File: src/rtl/sim_ctrl.sv
// sim_ctrl: simulation run controller with a result register, cycle counter,
// watchdog timeout and a small console byte FIFO on a 4-word register bus.
module sim_ctrl #(
  parameter int WATCHDOG  = 10000,
  parameter int CON_DEPTH = 4
) (
  input  logic        clk,
  input  logic        reset,
  input  logic        req,
  input  logic        we,
  input  logic [1:0]  addr,
  input  logic [31:0] wdata,
  output logic [31:0] rdata,
  output logic        ack,
  output logic        tx_valid,
  input  logic        tx_ready,
  output logic [7:0]  tx_data,
  output logic        halt,
  output logic        pass,
  output logic        fail
);

  localparam int PW = $clog2(CON_DEPTH);
  localparam int CW = PW + 1;
  localparam logic [31:0] WD_LAST = 32'(WATCHDOG - 1);

  typedef enum logic {
    RUN,
    DONE
  } state_t;

  state_t      state;
  logic [31:0] cycle;
  logic [31:0] result;
  logic        timeout;

  logic [7:0]    mem [CON_DEPTH];
  logic [PW-1:0] rd_ptr;
  logic [PW-1:0] wr_ptr;
  logic [CW-1:0] count;
  logic          overflow;

  logic        res_wr;
  logic        con_wr;
  logic        empty;
  logic        full;
  logic        pop;
  logic        push;
  logic [31:0] rd_mux;

  assign res_wr   = req && we && (addr == 2'd0);
  assign con_wr   = req && we && (addr == 2'd2);
  assign empty    = (count == '0);
  assign full     = (count == CW'(CON_DEPTH));
  assign tx_valid = !empty;
  assign tx_data  = mem[rd_ptr];
  assign pop      = tx_valid && tx_ready;
  // A full FIFO still takes a byte when the head leaves the same cycle.
  assign push     = con_wr && (!full || pop);

  always_comb begin
    rd_mux = '0;
    unique case (addr)
      2'd0: rd_mux = result;
      2'd1: rd_mux = cycle;
      2'd2: rd_mux = 32'({count, overflow, full, empty});
      2'd3: rd_mux = {28'd0, timeout, fail, pass, halt};
    endcase
  end

  always_ff @(posedge clk) begin
    if (reset) begin
      ack   <= 1'b0;
      rdata <= '0;
    end else begin
      ack   <= req;
      rdata <= req ? rd_mux : '0;
    end
  end

  // The ending edge does not advance CYCLE, so it reads the final cycle.
  always_ff @(posedge clk) begin
    if (reset) begin
      state   <= RUN;
      cycle   <= '0;
      result  <= '0;
      halt    <= 1'b0;
      pass    <= 1'b0;
      fail    <= 1'b0;
      timeout <= 1'b0;
    end else if (state == RUN) begin
      if (res_wr) begin
        state  <= DONE;
        result <= wdata;
        halt   <= 1'b1;
        pass   <= (wdata == 32'h55);
        fail   <= (wdata != 32'h55);
      end else if (cycle == WD_LAST) begin
        state   <= DONE;
        halt    <= 1'b1;
        fail    <= 1'b1;
        timeout <= 1'b1;
      end else begin
        cycle <= cycle + 32'd1;
      end
    end
  end

  always_ff @(posedge clk) begin
    if (reset) begin
      rd_ptr   <= '0;
      wr_ptr   <= '0;
      count    <= '0;
      overflow <= 1'b0;
    end else begin
      if (push)
        wr_ptr <= wr_ptr + PW'(1);
      if (pop)
        rd_ptr <= rd_ptr + PW'(1);
      if (con_wr && !push)
        overflow <= 1'b1;
      if (push && !pop)
        count <= count + CW'(1);
      else if (pop && !push)
        count <= count - CW'(1);
    end
  end

  always_ff @(posedge clk) begin
    if (push && !reset)
      mem[wr_ptr] <= wdata[7:0];
  end

endmodule

File: config.mk
export PLATFORM = sky130hd
export DESIGN_NAME = sim_ctrl
export DESIGN_NICKNAME = d
export VERILOG_FILES = /design/src/rtl/sim_ctrl.sv
export SDC_FILE = /design/constraint.sdc
export NUM_CORES = 1
export LEC_CHECK = 0
export CORE_MARGIN = 2
export CORE_UTILIZATION = 50
export CTS_CLUSTER_DIAMETER = 120
export DETAILED_ROUTE_END_ITERATION = 8
export PLACE_DENSITY = 0.77
export SLEW_MARGIN = 30
export SYNTH_ARGS = -nofsm -noshare
export SYNTH_HDL_FRONTEND = slang
export SYNTH_SLANG_ARGS = --single-unit
File: constraint.sdc
create_clock -name clk -period 4.3 [get_ports clk]
set_input_delay 0.86 -clock clk [delete_from_list [all_inputs] [get_ports clk]]
set_output_delay 0.86 -clock clk [all_outputs]
set_load 0.02 [all_outputs]
==> results.py <==
metrics = {
    "run": {
        "cap_violations": 0,
    },
    "hold_path": {
        "hp-class": "register to register",
        "whs_path_depth": 2,
        "worstHoldEndpoint": "result[16]$_SDFFE_PP0P_",
        "worstHoldStart": "result[16]$_SDFFE_PP0P_",
    },
    "route": {
        "via_per_inst": 5.61,
        "num_vias": 4534,
        "ant_nets": 0,
        "drt_iter0_markers": 345,
        "wire_per_inst_um": 17.0,
        "drc": 5,
        "drt_first_pass_iters": 7,
        "wl_um": 13800,
    },
    "setup_path": {
        "rrSetupSlack_ns": 1.91,
        "rr_worst_depth": 9,
        "path_buf_inv": 1,
        "worstPathMaxFanout": 8,
        "max_stage_delay_ns": 0.66,
        "cp_num_cells": 2,
        "crit_family": "flip-flops",
        "setup.worst_path.class": "register to output pin",
        "r2r-end": "count[2]$_SDFFE_PP0P_",
        "start_kind": "register",
        "path_cells": "mux4_2 -> clkdlybuf4s50_1",
        "crit_required_ns": 3.44,
        "critPathArrivalTime_ns": 2.23,
        "endpoint_kind": "output pin",
        "worst_path_max_delay_cell": "dfxtp_1",
        "r2r_start": "count[0]$_SDFFE_PP0P_",
    },
    "clock_network": {
        "postCtsHoldBufs": 0,
        "cts_buffers": 17,
        "clk_pin_slew_worst_paths_ns": 0.06,
        "tritoncts": "yes",
        "cts-root-buf": "clkbuf_16",
        "cts_setup_buffers": 0,
        "clock_sinks": 144,
        "htreeDepth": 4,
        "ctsResizeCount": 0,
        "cts_max_path_buffers": 2,
        "clock_latency_ns": 0.43,
    },
    "die": {
        "die_h_um": 113,
        "die_area_mm2": 0.0128,
        "start_util": 0.518,
        "std_cell_rows": 39,
        "ios": 84,
        "die_w_um": 113,
        "coreArea_mm2": 0.0115,
    },
    "logic_synthesis": {
        "syn_inst": 579,
        "synthesis.area_mm2": 0.00596,
        "synth_cell_types": 45,
        "synth_fp_nets": 625,
        "synth_seq_cells": 144,
        "yosysWarnings": 0,
        "ys_seq_area_frac": 0.537,
        "avgSynthCellArea_um2": 10.3,
    },
    "outcome": {
        "status": "finished with violations",
        "failed_checks": "DRC",
    },
    "timing": {
        "drv_slew": 0,
        "timing.final.crit_share": 0.719,
        "final_hold_viol_count": 0,
        "fmax_mhz": 324,
        "finalSetupViolations": 0,
        "skew_ns": 0.00661,
        "rsz0062_at_grt": "no",
        "holdWs_ns": 0.453,
        "relSlewSlack": 0.353,
        "period_needed_ns": 3.09,
        "tightestPinTransition_ns": 0.971,
        "fin_setup_tns_ns": 0,
    },
    "global_routing": {
        "grt_pass1_wl_um": 22000,
        "grt_max_degree": 64,
        "met2_usage": 0.357,
        "grt_overflow": 0,
        "gr-max-usage-layer": "met2",
        "use_met3": 0.0653,
        "grt_pass1_vias": 4408,
        "antenna_found_initial": 0,
        "met1_usage": 0.286,
        "groute.usage.overall": 0.223,
    },
    "power_and_ir_drop": {
        "power.static_leakage_nw": 2.60,
        "intPower_w": 0.00237,
        "p_seq_frac": 0.470,
        "comb_power_share": 0.114,
        "ir_drop_mv": 0.250,
        "p_switching_w": 0.000750,
        "powerDensity_mw_per_mm2": 424,
        "power_frac_clock": 0.416,
        "sw_frac_of_total": 0.240,
        "power.total_w": 0.00312,
    },
    "layout": {
        "fillerInstances": 890,
        "fin_util": 0.640,
        "layout-drive-gt1-share": 0.0797,
        "area_delta_synth_final_pct": 23.5,
        "multi_input_comb_area_mm2": 0.00259,
        "register_area_mm2": 0.00320,
        "finalNetCount": 698,
        "fin_area_mm2": 0.00737,
        "antennaDiodeCount": 0,
    },
    "placement": {
        "place_area_mm2": 0.00685,
        "gp_congestion": 0.831,
        "port_buffers": 83,
        "hpwl_um": 9430,
    },
}
[layout make-up]
type / instances / area share
multi-input cells: 394 / 0.352
flip-flops and latches: 144 / 0.435
well taps: 143 / 0.0243
inverters: 8 / 0.00408
clock buffers: 21 / 0.0598
repair buffers: 87 / 0.116
clock inverters: 11 / 0.00985
[sequential cells by signal, summed over array words and instances (netlist names), named ones only]
signal,cells
rdata,32
pass,1
rd_ptr,2
mem,32
cycle,32
halt,1
count,3
wr_ptr,2
timeout,1
fail,1
ack,1
state,1
overflow,1
result,32
[power groups by stage]
stage	clock, W	sequential [W]	combinational [W]
floorplan	0	0.00147	0.000223
global placement	0	0.00149	0.000340
detailed placement	0	0.00150	0.000352
CTS	0.00131	0.00147	0.000357
global route	0.00137	0.00147	0.000382
finish	0.00130	0.00147	0.000356
[routing by layer]
layer / part of all wire / routed length [µm]
met5: 0 / 0
met4: 0.019 / 258
met3: 0.071 / 980
met2: 0.48 / 6610
met1: 0.43 / 5910
[stage by stage]
step                worst slack [ns]  std cells
floorplan                       1.50        579
global placement               0.969        776
detailed placement             0.876        776
CTS                             1.16        808
global route                    1.10        808
finish                          1.21        808
[tightest hold or removal path: cells and delay by family (launching register included)]
kind | cells | cell delay, ns
compound gates | 1 | 0.05
flops | 1 | 0.30
simple gates | 1 | 0.05
[cell usage after synthesis (all sizes together)]
master  count  area [µm²]
clkbuf     20        75.1
a21oi      42         210
nor4b       1        8.76
buf        13        68.8
fa          1        20.0
and2        7        43.8
dfxtp     112        2240
ha          6        75.1
nand4      14         103
and4        3        26.3
nand3      15        75.1
nor4bb      3        45.0
nor3       12        70.1
or4         5        37.5
mux2i      32         320
nor3b       1        7.51
mux4       12         285
mux2        6        67.6
nor2b      15        93.8
nor2       71         267
nor4       21         180
or2         3        18.8
nand2      79         297
or2b        1        7.51
xnor2      11        96.3
and2b       1        7.51
nand2b      3        18.8
o21ai       8        40.0
edfxtp     32         961
and4b       1        10.0
or3         6        37.5
xor2       12         105
and3        2        12.5
inv         8        30.0
[cell usage in the layout, fill, tap and decap left out, types with 13 or more instances in the layout]
cell | netlist | final
nor2_1 | 71 | 71
mux2i_1 | 32 | 32
nand2_1 | 79 | 79
clkbuf_16 | 0 | 17
nor4_1 | 16 | 16
nand4_1 | 13 | 13
clkdlybuf4s50_1 | 0 | 81
nor2b_1 | 15 | 14
edfxtp_1 | 32 | 32
nand3_1 | 15 | 15
dfxtp_1 | 112 | 112
a21oi_1 | 42 | 42
[kinds of logic (layout without fill, tap and decap cells)]
family                   Yosys count  count (layout)  synth area share
adder cells (fa/ha/maj)            7               7            0.0159
AND/OR/NAND/NOR                  264             264             0.229
buffers and inverters             41             127            0.0292
flip-flops                       144             144             0.537
multiplexers                      50              50             0.113
AO/OA/AOI/OAI                     50              50            0.0420
XOR/XNOR                          23              23            0.0338
[worst max-delay path by stage]
stage                     slack [ns]                    end
after floorplan                 1.50  count[2]$_SDFFE_PP0P_
after global placement          0.97  count[2]$_SDFFE_PP0P_
after detailed placement        0.88  count[2]$_SDFFE_PP0P_
after CTS                       1.16             tx_data[1]
after global routing            1.10             tx_data[1]
final                           1.21             tx_data[1]
Power figures use the tool's default switching activity.
